## src/rtl/multi_channel_stream_core.sv

```systemverilog
// Streams DEPTH words from one or all BRAM channels out through a byte-wide UART,
// serialising each word LSB-first and pacing on the UART busy flag.
module multi_channel_stream_core #(
    parameter int NUM_CH = 2,
    parameter int DATA_W = 8,
    parameter int ADDR_W = 10,
    parameter int DEPTH  = 1024,
    parameter int RD_LAT = 1
) (
    input  logic                     clk,
    input  logic                     rst_n,
    input  logic [2:0]               command,
    input  logic [NUM_CH*DATA_W-1:0] dout,
    output logic [NUM_CH-1:0]        en,
    output logic [NUM_CH*ADDR_W-1:0] addr,
    input  logic                     tx_ongoing,
    output logic                     tx_start,
    output logic [7:0]               byte_to_send,
    output logic                     busy,
    output logic                     done
);

    localparam int BYTES = DATA_W / 8;

    localparam logic [2:0]      CMD_READ_ALL = 3'd6;
    localparam logic [2:0]      CMD_ABORT    = 3'd7;
    localparam logic [2:0]      NUM_CH_C     = 3'(NUM_CH);
    localparam logic [2:0]      LAST_CH      = 3'(NUM_CH - 1);
    localparam logic [2:0]      LAST_BYTE    = 3'(BYTES - 1);
    localparam logic [1:0]      LAST_LAT     = 2'(RD_LAT - 1);
    localparam logic [ADDR_W:0] LAST_IDX     = (ADDR_W + 1)'(DEPTH - 1);

    typedef enum logic [2:0] {
        S_IDLE,
        S_FETCH,
        S_WAIT_RD,
        S_SEND,
        S_WAIT_ACK,
        S_WAIT_TX
    } state_t;

    state_t                   state_q, state_d;
    logic [2:0]               command_r_q;
    logic [2:0]               ch_q, ch_d;
    logic [ADDR_W-1:0]        idx_q, idx_d;
    logic [2:0]               byte_cnt_q, byte_cnt_d;
    logic [1:0]               lat_cnt_q, lat_cnt_d;
    logic [DATA_W-1:0]        word_q, word_d;
    logic                     all_q, all_d;
    logic                     abort_q, abort_d;
    logic [NUM_CH-1:0]        en_q, en_d;
    logic [NUM_CH*ADDR_W-1:0] addr_q, addr_d;
    logic                     tx_start_q, tx_start_d;
    logic [7:0]               byte_q, byte_d;
    logic                     busy_q, busy_d;
    logic                     done_q, done_d;

    logic [DATA_W-1:0]        rd_word;
    logic [7:0]               cur_byte;
    logic                     abort_req;
    logic                     abort_any;

    always_comb begin
        rd_word = '0;
        for (int unsigned c = 0; c < NUM_CH; c++) begin
            if (ch_q == 3'(c)) begin
                rd_word = dout[c*DATA_W +: DATA_W];
            end
        end
    end

    always_comb begin
        cur_byte = '0;
        for (int unsigned b = 0; b < BYTES; b++) begin
            if (byte_cnt_q == 3'(b)) begin
                cur_byte = word_q[b*8 +: 8];
            end
        end
    end

    assign abort_req = (command_r_q == CMD_ABORT);
    assign abort_any = abort_q | abort_req;

    always_comb begin
        state_d    = state_q;
        ch_d       = ch_q;
        idx_d      = idx_q;
        byte_cnt_d = byte_cnt_q;
        lat_cnt_d  = lat_cnt_q;
        word_d     = word_q;
        all_d      = all_q;
        abort_d    = abort_q;
        en_d       = '0;
        addr_d     = addr_q;
        tx_start_d = 1'b0;
        byte_d     = byte_q;
        done_d     = 1'b0;

        if (state_q != S_IDLE && abort_req) begin
            abort_d = 1'b1;
        end

        case (state_q)
            S_IDLE: begin
                abort_d = 1'b0;
                // 6 is always READ_ALL, even when NUM_CH=6 would also map it to a channel.
                if (command_r_q == CMD_READ_ALL) begin
                    all_d   = 1'b1;
                    ch_d    = '0;
                    idx_d   = '0;
                    state_d = S_FETCH;
                end else if (command_r_q != '0 && command_r_q <= NUM_CH_C) begin
                    all_d   = 1'b0;
                    ch_d    = command_r_q - 3'd1;
                    idx_d   = '0;
                    state_d = S_FETCH;
                end
            end
            S_FETCH: begin
                if (abort_any) begin
                    state_d = S_IDLE;
                end else begin
                    lat_cnt_d = '0;
                    state_d   = S_WAIT_RD;
                end
            end
            S_WAIT_RD: begin
                if (abort_any) begin
                    state_d = S_IDLE;
                end else if (lat_cnt_q == LAST_LAT) begin
                    word_d     = rd_word;
                    byte_cnt_d = '0;
                    state_d    = S_SEND;
                end else begin
                    lat_cnt_d = lat_cnt_q + 2'd1;
                end
            end
            S_SEND: begin
                if (!tx_ongoing) begin
                    tx_start_d = 1'b1;
                    byte_d     = cur_byte;
                    state_d    = S_WAIT_ACK;
                end
            end
            S_WAIT_ACK: begin
                if (tx_ongoing) begin
                    state_d = S_WAIT_TX;
                end
            end
            S_WAIT_TX: begin
                // The final byte of the transfer completes normally even if abort is pending.
                if (!tx_ongoing) begin
                    if (byte_cnt_q != LAST_BYTE) begin
                        if (abort_any) begin
                            state_d = S_IDLE;
                        end else begin
                            byte_cnt_d = byte_cnt_q + 3'd1;
                            state_d    = S_SEND;
                        end
                    end else if ({1'b0, idx_q} != LAST_IDX) begin
                        if (abort_any) begin
                            state_d = S_IDLE;
                        end else begin
                            idx_d   = idx_q + ADDR_W'(1);
                            state_d = S_FETCH;
                        end
                    end else if (all_q && ch_q != LAST_CH) begin
                        if (abort_any) begin
                            state_d = S_IDLE;
                        end else begin
                            ch_d    = ch_q + 3'd1;
                            idx_d   = '0;
                            state_d = S_FETCH;
                        end
                    end else begin
                        done_d  = 1'b1;
                        state_d = S_IDLE;
                    end
                end
            end
            default: begin
                state_d = S_IDLE;
            end
        endcase

        // FETCH is always a single-cycle state, so entering it is the one read strobe.
        if (state_d == S_FETCH) begin
            for (int unsigned c = 0; c < NUM_CH; c++) begin
                if (ch_d == 3'(c)) begin
                    en_d[c]                   = 1'b1;
                    addr_d[c*ADDR_W +: ADDR_W] = idx_d;
                end
            end
        end

        busy_d = (state_d != S_IDLE);
    end

    always_ff @(posedge clk or negedge rst_n) begin
        if (!rst_n) begin
            state_q     <= S_IDLE;
            command_r_q <= '0;
            ch_q        <= '0;
            idx_q       <= '0;
            byte_cnt_q  <= '0;
            lat_cnt_q   <= '0;
            word_q      <= '0;
            all_q       <= 1'b0;
            abort_q     <= 1'b0;
            en_q        <= '0;
            addr_q      <= '0;
            tx_start_q  <= 1'b0;
            byte_q      <= '0;
            busy_q      <= 1'b0;
            done_q      <= 1'b0;
        end else begin
            state_q     <= state_d;
            command_r_q <= command;
            ch_q        <= ch_d;
            idx_q       <= idx_d;
            byte_cnt_q  <= byte_cnt_d;
            lat_cnt_q   <= lat_cnt_d;
            word_q      <= word_d;
            all_q       <= all_d;
            abort_q     <= abort_d;
            en_q        <= en_d;
            addr_q      <= addr_d;
            tx_start_q  <= tx_start_d;
            byte_q      <= byte_d;
            busy_q      <= busy_d;
            done_q      <= done_d;
        end
    end

    assign en           = en_q;
    assign addr         = addr_q;
    assign tx_start     = tx_start_q;
    assign byte_to_send = byte_q;
    assign busy         = busy_q;
    assign done         = done_q;

endmodule

```

## config.mk

```make
export PLATFORM = sky130hd
export DESIGN_NAME = multi_channel_stream_core
export DESIGN_NICKNAME = d
export VERILOG_FILES = /design/src/rtl/multi_channel_stream_core.sv
export SDC_FILE = /design/constraint.sdc
export NUM_CORES = 1
export LEC_CHECK = 0
export CAP_MARGIN = 40
export CORE_ASPECT_RATIO = 0.7
export CORE_MARGIN = 1
export CORE_UTILIZATION = 35
export DETAILED_ROUTE_END_ITERATION = 6
export PLACE_DENSITY_LB_ADDON = 0.12
export SETUP_SLACK_MARGIN = 0.3
export SKIP_CTS_REPAIR_TIMING = 1
export SLEW_MARGIN = 5
export SYNTH_ARGS = -nofsm -noshare
export SYNTH_HDL_FRONTEND = slang
export SYNTH_SLANG_ARGS = --single-unit
export TNS_END_PERCENT = 50
```

## constraint.sdc

```tcl
create_clock -name clk -period 3.4 [get_ports clk]
set_input_delay 0.68 -clock clk [delete_from_list [all_inputs] [get_ports clk]]
set_output_delay 0.68 -clock clk [all_outputs]
set_load 0.02 [all_outputs]
```

# --- After elaboration in Yosys (flattened, before gate mapping) ---
# Index checks and enable logic that the tools add are counted.
totals:
  elab_cells: 125
  out_inout_bits: 33
  inputBits: 22
  reg_bits: 67
classes:
  magnitude_cmp: 1
  reduce_logical: 23
  eq_ne: 19
  add_sub_neg: 5
  bitwise_logic: 3
  mux: 58
op_table:
  columns: ["operator", "count"]
  rows:
  - ["$mux W10", 8]
  - ["$mux W3", 22]
  - ["$mux W8", 3]
  - ["$pmux W10 S2", 1]
  - ["$pmux W3 S6", 1]
  - ["$mux W1", 14]
  - ["$ne A2 B2 Y1 const B", 7]
  - ["$eq A3 B1 Y1 const B", 4]
  - ["$eq A3 B3 Y1 const B", 4]
  - ["$logic_not A3 Y1", 4]
  - ["$mux W2", 6]
  - ["$pmux W3 S2", 2]
  - ["$reduce_bool A3 Y1", 4]
  - ["$add A10 B1 Y10 const B", 1]
  - ["$ne A10 B10 Y1 const B", 1]
  - ["$reduce_and A2 Y1", 4]
  - ["$reduce_bool A2 Y1", 4]
  - ["$add A3 B1 Y3 const B", 2]
  - ["$eq A3 B2 Y1 const B", 2]
  - ["$reduce_and A6 Y1", 1]
  - ["$pmux W2 S2", 1]
  - ["$reduce_and A4 Y1", 1]
  - ["$le A3 B2 Y1 const B", 1]
  - ["$logic_and A1 B1 Y1", 3]
  - ["7 further kinds", 8]

# --- Logic depth before layout (Yosys ltp) ---
# Gate-level depths: netlist of the first run.
logic_depth:
  ltp_word: 11
  ltp_mapped: 10
  depth_no_buf: 9

# --- Least setup slack after synthesis of the first run ---
# Ideal clock, no wire load.
synth_timing:
  path_type: "input -> register"
  startpoint: "input port tx_ongoing"
  endpoint: "register addr_q[10] (netlist: addr[10])"
  required_ns: 3.275
  setup_ns: 0.125
  path_slack_ns: 0.646
  path_stages: 7
  path_buffers: 1
  arrival_ns: 2.628
  cell_sequence: "nor3b_1 > nand3_1 > o41a_1 > a311o_2 > nor4b_4 > buf_6 > mux2_4"
synth_between:
  elab_chain_len: 4
  elab_cells_between_ends: 11
  classes_between: "2 x eq/ne; 8 x mux; 1 x reduce/logical"
synth_rtl:
  columns: ["element", "line_no", "source"]
  rows:
  - ["start, declared", "16", "input logic tx_ongoing,"]
  - ["$mux W3", "152", "if (!tx_ongoing) begin"]
  - ["$pmux W3 S2", "103", "case (state_q)"]
  - ["via ch_d[2]", "44", "logic [2:0] ch_q, ch_d;"]
  - ["$eq A3 B1 Y1", "189", "if (ch_d == 3'(c)) begin"]
  - ["$reduce_and A2 Y1 (no source line)", null, null]
  - ["end signal, assigned", "227", "addr_q <= addr_d;"]
  - ["end, declared", "52", "logic [NUM_CH*ADDR_W-1:0] addr_q, addr_d;"]
# The timed path passes the listed nets, and every way through them passes these cells.
# A chain may end at the register's enable or synchronous reset.

# --- Worst setup path in the final report of the first run ---
layout_timing:
  startpoint: "register ch_q[1]"
  endpoint: "register addr_q[19] (netlist: addr[19])"
layout_between:
  elab_chain_len: 9
  elab_cells_between_ends: 24
  classes_between: "1 x add/sub; 3 x eq/ne; 18 x mux; 2 x reduce/logical"
layout_rtl:
  columns: ["element", "line_no", "source"]
  rows:
  - ["start, declared", "44", null]
  - ["start signal, assigned", "219", "ch_q <= ch_d;"]
  - ["$add A3 B1 Y3 or $ne A3 B1 Y1 (tied branches)", "171, 167", null]
  - ["$mux W3 or $logic_and A1 B1 Y1 (tied branches)", "168, 167", null]
  - ["$mux W3 *", "167", "end else if (all_q && ch_q != LAST_CH) begin"]
  - ["$mux W3 *", "160", "end else if ({1'b0, idx_q} != LAST_IDX) begin"]
  - ["$mux W3 *", "153", "if (byte_cnt_q != LAST_BYTE) begin"]
  - ["$mux W3 *", "152", null]
  - ["$pmux W3 S2 *", "103", null]
  - ["via ch_d[2]", "44", null]
  - ["$eq A3 B1 Y1 *", "189", null]
  - ["$reduce_and A2 Y1 (no source line) *", null, null]
# The timed path passes the listed nets; every way through them passes the cells marked *.

==> results.cfg, run 1 <==
[final_layout]
insertedDiodeCount = 0
multi_input_comb_area_mm2 = 0.001553
share_of_layout_cells_above_drive_strength_1 = 0.2005
finalNetCount = 409
layout.area.seq_mm2 = 0.001677
syn_to_final_growth_pct = 32.86
nFillCells = 860

[die]
boundaryPins = 55
placement_rows = 29
die_width_um = 118.8
start_util = 0.3642
core_region_area_mm2 = 0.009180
die_area_mm2 = 0.009953
die_y_um = 83.77

[route]
drt_pass1_iterations = 4
route.final.wire_length_um = 7489
initialDrtViolationCount = 137
drt-vias-per-instance = 5.050
vias = 2540
wl_per_cell_um = 14.89
drt.antenna.violating_nets = 0
drc = 0

[worst_setup_path]
cpMaxStageDelayCell = dfrtp_1
crit_path_end_kind = flop
crit_type = reg2reg
delay_of_the_slowest_cell_on_the_worst_path_ns = 0.41
worstPathMaxFanout = 12
worst_setup_path_start_kind = flop
crit-reg2reg-launch = ch_q[1]
worstRegToRegCells = 9
critPathRequiredTime_ns = 3.61
worst_r2r_endpoint = addr[19]
flop_to_flop_setup_slack_ns = 0.41
worst-endpoint-arrival_ns = 3.20
path_cells = inv_1 > ha_1 > and2b_2 > nand2b_2 > o41a_1 > a311o_2 > nor4b_4 > buf_12 > mux2_2

[worst_hold_path]
hp_class = in2async

[timing]
timing.clock.skew_ns = 0.007546
finalHoldViolCount = 0
worst_pin_slew_ns = 0.6437
min_tclk_post_route_ns = 2.986
layout_worst_path_cycle_share = 0.8781
setup_violations = 0
fin_tns_setup_ns = 0
max_freq_mhz = 334.9
layout_setup_ws_ns = 0.4145
slew-limit-headroom = 0.5696
rsz0062_at_grt = no
final_number_of_max_transition_violations = 0

[synth]
synth.most_common_cell = dfrtp_1
post_synthesis_instance_area_mm2 = 0.003343
netlist.top_cell.by_area = dfrtp_1
synth.avg_cell_area_um2 = 10.96
synthTopCellsByArea = dfrtp_1, ha_1, mux2_4
synth.yosys.warnings = 0
synth-seq-cells = 67
synth_ff_type = dfrtp_1
synthDistinctLibCells = 58
synth-seq-area-share = 0.5015
mappedNetlistNets = 339
synth_edf_count = 0
post-synth-top-area-fraction = 0.5015
synth_commonest_cells = dfrtp_1, nand2_1, o21ai_0, nand3_1
syn_inst = 305
fraction_of_synthesis_flops_using_an_asynchronous_set_or_reset_pin = 1.000

[pwr]
p_leak_uw = 0.001986
post-layout-total-power_uw = 3175
irDropWorstVdd_mv = 0.3598
power.density_mw_per_mm2 = 714.8

[place]
dp_hpwl_um = 5365
placement.io_buffers = 54
gp_congestion = 0.8046
place_worst_setup_slack_ns = 0.03386

[grt]
antenna_found_initial = 0
grt_max_degree = 39
grt_pass1_wl_um = 12650
global_route.overflow_total = 0
track_usage = 0.1667
first_global_vias = 2446

[clock_network]
tritoncts_clock_tree = yes
cts_buffer_depth = 2
clkTransAtPathRegs_ns = 0.06
clock_tree.root_cell = clkbuf_16
cts.sinks = 67
clock_tree.htree_level_count = 3
clkLatencyLatePin_ns = 0.33
cts-buffers-inserted = 9

[job]
max_cap_violations = 0

[run_status]
run_status = finished, final reports clean
==> stage by stage <==
step / utilization / std cells / instance area, um^2 / hold WS (ns)
floorplan: - / 305 / 3343 / 0.3844
global placement: 0.4458 / 487 / 4093 / 0.4666
detailed placement: 0.4480 / 488 / 4113 / 0.4715
CTS: 0.4824 / 503 / 4428 / 0.3590
global route: 0.4838 / 503 / 4442 / 0.3739
finish: 0.4838 / 503 / 4442 / 0.3492
==> report_power, final <==
group / internal [uW] / switching (uW)
registers: 959 / 125
logic: 515 / 590
clock network: 639 / 347
total: 2110 / 1060
==> flip-flops by register name, summed over array words and instances (netlist names) <==
register / flops
lat_cnt_q: 2
tx_start: 1
word_q: 8
busy: 1
byte_to_send: 8
ch_q: 3
done: 1
abort_q: 1
idx_q: 10
en: 2
byte_cnt_q: 3
all_q: 1
addr: 20
command_r_q: 3
state_q: 3
==> area by class of cell <==
type                            instances  area share
Inverter                               15     0.01268
Clock buffer                            9     0.05070
Timing Repair Buffer                   69      0.1544
Tap cell                              124     0.03493
Sequential cell                        67      0.3775
Clock inverter                          6     0.02028
Multi-Input combinational cell        213      0.3496
==> per-layer routing <==
layer,up-vias,share of wire,routed length [um],global-route usage
met3,10,0.051,383,0.05738
met1,1216,0.53,3987,0.2452
met4,0,0.015,110,0.05869
li1,1261,-,-,-
met5,-,0,0,0
met2,53,0.40,3008,0.2233
==> layout by cell type, fill, tap and decap left out, types with 2 or more instances in the layout <==
master	netlist	routed
clkdlybuf4s50_1	0	53
a22o_1	8	8
buf_4	1	12
o211ai_1	2	2
clkbuf_16	0	9
nor4_1	5	5
nor3_1	8	8
and3_2	4	4
bufinv_16	0	2
nand4_1	3	3
a31oi_1	4	4
nor2_1	15	15
nand2_1	28	28
dfrtp_1	67	67
a21oi_1	15	15
mux2i_1	2	2
nand3_1	17	17
buf_12	0	3
nand2b_1	4	3
inv_1	14	14
mux2_4	9	9
nor2b_1	3	3
a22oi_1	9	9
ha_1	12	12
o21bai_1	2	2
mux2_2	12	12
o21ai_0	18	18
==> worst max path at each step <==
| stage | start | endpoint | slack [ns] | cells past startpoint |
|---|---|---|---|---|
| floorplan | tx_ongoing | addr[10] | 0.65 | 7 |
| global placement | tx_ongoing | addr[19] | 0.03 | 8 |
| detailed placement | tx_ongoing | addr[19] | 0.03 | 8 |
| finish | ch_q[1] | addr[19] | 0.41 | 9 |
| CTS | ch_q[1] | addr[19] | 0.36 | 9 |
| global route | ch_q[1] | addr[19] | 0.31 | 9 |
==> logic make-up (layout without fill, tap and decap cells) <==
group                    Yosys count  in the layout  share of synthesized area
AO/OA/AOI/OAI                     72             72                     0.1478
XOR/XNOR                           1              1                   0.002620
adder cells (fa/ha/maj)           13             13                    0.04790
buffers and inverters             25             99                    0.03817
flip-flops                        67             67                     0.5015
multiplexers                      23             23                    0.08683
AND/OR/NAND/NOR                  104            104                     0.1752
==> critical path: cells and delay by family, from the launching register on <==
family / cells / cell delay [ns]
simple gates: 3 / 0.89
compound gates: 2 / 0.74
flops: 1 / 0.41
mux: 1 / 0.34
buf+inv: 2 / 0.27
fa+ha+maj: 1 / 0.21
Power figures use the tool's default switching activity.
==> run 2, diff against run 1 <==
Settings changed: CORE_UTILIZATION 35 to 53, CTS_CLUSTER_DIAMETER set to 120.
==> results.cfg, run 2 (synthesized netlist as in run 1, its figures left out) <==
[worst_setup_path]
crit_path_end_kind = flop
cp_num_buf_inv = 2
worst_setup_path_start_kind = input port
timing.critical_path.depth = 8
kind_of_cell_adding_the_most_delay_to_the_critical_path = compound AO/OA/AOI/OAI gates
path_cells = clkdlybuf4s50_1 > nor3b_2 > nand3_1 > o41a_1 > a311o_2 > nor4b_4 > buf_12 > mux2_2
flop_to_flop_setup_slack_ns = 0.45
worst_r2r_endpoint = addr[19]
worstRegToRegCells = 9
critPathRequiredTime_ns = 3.63
cpMaxStageDelayCell = clkdlybuf4s50_1
delay_of_the_slowest_cell_on_the_worst_path_ns = 0.44
crit_type = in2reg
crit-reg2reg-launch = ch_q[1]
worstPathMaxFanout = 11
worst-endpoint-arrival_ns = 3.20

[pwr]
post-layout-total-power_uw = 2850
p_leak_uw = 0.001915
irDropWorstVdd_mv = 0.3362
power.density_mw_per_mm2 = 670.8

[die]
core_region_area_mm2 = 0.005899
die_width_um = 96.93
start_util = 0.5667
placement_rows = 23
die_y_um = 68.45
boundaryPins = 55
die_area_mm2 = 0.006635

[timing]
max_freq_mhz = 336.9
final_number_of_max_transition_violations = 0
finalHoldViolCount = 0
setup_violations = 0
timing.clock.skew_ns = 0.007255
slew-limit-headroom = 0.4882
rsz0062_at_grt = no
min_tclk_post_route_ns = 2.968
worst_pin_slew_ns = 0.7677
layout_worst_path_cycle_share = 0.8731
fin_tns_setup_ns = 0
layout_setup_ws_ns = 0.4316

[place]
placement.io_buffers = 54
dp_hpwl_um = 5185
place_worst_setup_slack_ns = -0.01401
gp_congestion = 0.8264
place_inst = 436

[clock_network]
cts.sinks = 67
clkLatencyLatePin_ns = 0.34
cts-buffers-inserted = 9
tritoncts_clock_tree = yes
clock_tree.root_cell = clkbuf_8
cts_buffer_depth = 2
clkTransAtPathRegs_ns = 0.07
clock_tree.htree_level_count = 3

[grt]
grt_pass1_wl_um = 11530
grt_max_degree = 36
global_route.overflow_total = 0
first_global_vias = 2397
track_usage = 0.2267
antenna_found_initial = 0

[final_layout]
stdcell_count = 452
final_core_util = 0.7203
mostFrequentLayoutCell = dfrtp_1
insertedDiodeCount = 0
share_of_layout_cells_above_drive_strength_1 = 0.1963
syn_to_final_growth_pct = 27.10
max_reg_flops = 20
finalNetCount = 406
layout.cells.most_common_list = dfrtp_1, clkdlybuf4s50_1, nand2_1

[route]
vias = 2599
drc = 0
route.final.wire_length_um = 6958
wl_per_cell_um = 15.39
drt.antenna.violating_nets = 0
drt-vias-per-instance = 5.750
initialDrtViolationCount = 135
drt_pass1_iterations = 5

[job]
max_cap_violations = 0

[run_status]
run_status = finished, final reports clean

[worst_hold_path]
hp_class = in2async
## run 2: changes by cell type in the layout (fill, tap and decap cells not counted), sizes merged
cell,delta
buf,-3
clkbuf,+2
clkinvlp,+2
bufinv,-1
clkinv,-1
inv,-1
## run 2: metal layers
layer,track usage,part of all wire,up-vias
li1,-,-,1252
met1,0.3105,0.50,1287
met2,0.3512,0.44,56
met3,0.07252,0.048,4
met4,0.06157,0.0070,0
met5,0,0,-
## run 2: cell type report
class                   count  area [um^2]
multi-input cells         213         1546
clock buffers              11        151.4
fillers                   447         1650
clock inverters             5        61.31
repair buffers             66        663.1
flip-flops and latches     67         1677
inverters                  15        56.30
well taps                  75        93.84
## run 2: metrics by stage
step           cell area, um^2  hold slack (ns)
2_1_floorplan             3343           0.3844
6_report                  4249           0.4034
3_5_place_dp              4029           0.4719
4_1_cts                   4242           0.4179
5_1_grt                   4249           0.4521
3_3_place_gp              4029           0.4651
## run 2: worst max-delay path by stage
stage	from	to	slack [ns]
final	tx_ongoing	addr[19]	0.43
after global routing	command_r_q[1]	addr[19]	0.32
after CTS	tx_ongoing	addr[19]	0.35
after detailed placement	tx_ongoing	addr[19]	-0.01
after global placement	tx_ongoing	addr[19]	0.08
after floorplan	tx_ongoing	addr[10]	0.65
## run 2: where the power goes
part	internal (uW)	switching (uW)
clock network	379	307
registers	958	109
logic	510	587
total	1850	1000
==> run 3, diff against run 2 <==
Settings changed: CORE_UTILIZATION 53 to 60, DONT_BUFFER_PORTS set to 1.
==> results.cfg, run 3 (synthesized netlist as in run 1, its figures left out) <==
[timing]
worst_pin_slew_ns = 0.6954
setup_violations = 0
finalHoldViolCount = 0
min_tclk_post_route_ns = 2.977
rsz0062_at_grt = no
fin_tns_setup_ns = 0
final_number_of_max_transition_violations = 0
layout_worst_path_cycle_share = 0.8756
max_freq_mhz = 335.9
timing.clock.skew_ns = 0.006703
slew-limit-headroom = 0.5351

[route]
drc = 0
drt.antenna.violating_nets = 0
route.final.wire_length_um = 6450
drt-vias-per-instance = 6.013
drt_pass1_iterations = 5
wl_per_cell_um = 16.54
initialDrtViolationCount = 177
vias = 2345

[grt]
global_route.overflow_total = 0
grt_pass1_wl_um = 10610
track_usage = 0.2387
grt_max_degree = 68
antenna_found_initial = 0
first_global_vias = 2184

[final_layout]
mostFrequentLayoutCell = dfrtp_1
insertedDiodeCount = 0
finalNetCount = 347
share_of_layout_cells_above_drive_strength_1 = 0.2075
syn_to_final_growth_pct = 8.308
layout.cells.most_common_list = dfrtp_1, nand2_1, o21ai_0
max_reg_flops = 20

[pwr]
pwr-share-comb = 0.296
irDropWorstVdd_mv = 0.4439
power.clock.fraction = 0.248
p_leak_uw = 0.001679
power.sequential.fraction = 0.456
power.density_mw_per_mm2 = 714.0
p_int_uw = 1632
switching_power_uw = 953.5
power_switching_share = 0.3688
post-layout-total-power_uw = 2585

[die]
boundaryPins = 55
die_width_um = 91.22
core_region_area_mm2 = 0.005313
placement_rows = 22
start_util = 0.6293
die_y_um = 64.46
die_area_mm2 = 0.005880

[worst_setup_path]
delay_of_the_slowest_cell_on_the_worst_path_ns = 0.42
cp_num_buf_inv = 2
worstPathMaxFanout = 11
flop_to_flop_setup_slack_ns = 0.42
crit_type = reg2reg
critPathRequiredTime_ns = 3.63
timing.critical_path.depth = 9
cpMaxStageDelayCell = o41a_1
crit_path_end_kind = flop
worstRegToRegCells = 9
worst-endpoint-arrival_ns = 3.21
path_cells = inv_1 > ha_1 > nor3b_1 > nand3_1 > o41a_1 > a311o_2 > nor4b_4 > buf_6 > mux2_2
worst_r2r_endpoint = addr[19]
worst_setup_path_start_kind = flop
kind_of_cell_adding_the_most_delay_to_the_critical_path = compound AO/OA/AOI/OAI gates
crit-reg2reg-launch = byte_cnt_q[0]

[worst_hold_path]
hp_class = in2async

[clock_network]
clkTransAtPathRegs_ns = 0.07
clkLatencyLatePin_ns = 0.35
cts-buffers-inserted = 9
clock_tree.htree_level_count = 3
cts.sinks = 67
clock_tree.root_cell = clkbuf_8
tritoncts_clock_tree = yes
cts_buffer_depth = 2

[place]
gp_congestion = 0.8354
dp_hpwl_um = 4492
placement.io_buffers = 0

[run_status]
run_status = finished, final reports clean

[job]
max_cap_violations = 0
-- run 3: changes by cell type in the layout (fill, tap and decap cells not counted), moves of 2 or more --
| cell | previous run | this run |
|---|---|---|
| clkdlybuf4s50_1 | 53 | 0 |
| buf_4 | 9 | 5 |
| buf_12 | 3 | 0 |
| clkbuf_8 | 11 | 9 |
| clkinv_2 | 0 | 2 |
| clkinvlp_4 | 3 | 1 |
-- run 3: power by group through the flow --
stage / combinational (uW) / sequential [uW] / clock, uW
floorplan: 605 / 1150 / 0
global placement: 730 / 1190 / 0
detailed placement: 757 / 1190 / 0
CTS: 759 / 1180 / 660
global route: 857 / 1200 / 695
finish: 765 / 1180 / 642
-- run 3: metrics by stage --
stage	cell area (um^2)	cells	worst slack [ns]	hold slack, ns	util
after CTS	3600	389	0.4039	0.004999	0.6776
final	3621	390	0.4230	0.02432	0.6816
after detailed placement	3407	373	0.4198	0.3856	0.6413
after global placement	3407	373	0.4751	0.3856	0.6413
after global routing	3621	390	0.3261	0.0008317	0.6816
after floorplan	3343	305	0.6464	0.3844	-
-- run 3: worst max-delay path by stage --
stage	slack (ns)	end	startpoint
after floorplan	0.65	addr[10]	tx_ongoing
after global placement	0.48	addr[19]	ch_q[1]
after CTS	0.40	addr[19]	ch_q[1]
final	0.42	addr[19]	byte_cnt_q[0]
after detailed placement	0.42	addr[19]	ch_q[1]
after global routing	0.33	addr[4]	byte_cnt_q[0]
-- run 3: routing by layer --
metal | track usage | part of all wire | wire [um] | up-vias
li1 | - | - | - | 1132
met1 | 0.3484 | 0.49 | 3165 | 1136
met2 | 0.3277 | 0.43 | 2787 | 69
met3 | 0.08099 | 0.065 | 417 | 8
met4 | 0.09127 | 0.012 | 79 | 0
met5 | 0 | 0 | 0 | -
-- run 3: area by class of cell --
class | count | area, um^2
Clock buffer | 10 | 127.6
Clock inverter | 6 | 65.06
Fill cell | 416 | 1692
Inverter | 15 | 56.30
Multi-Input combinational cell | 213 | 1546
Sequential cell | 67 | 1677
Tap cell | 72 | 90.09
Timing Repair Buffer | 7 | 58.81
-- run 3: worst reg2reg max path, delay by kind of cell, from the launching register on --
family	cells	cell delay, ns
flops	1	0.41
compound gates	2	0.84
fa+ha+maj	1	0.18
mux	1	0.36
buf+inv	2	0.29
simple gates	3	0.79
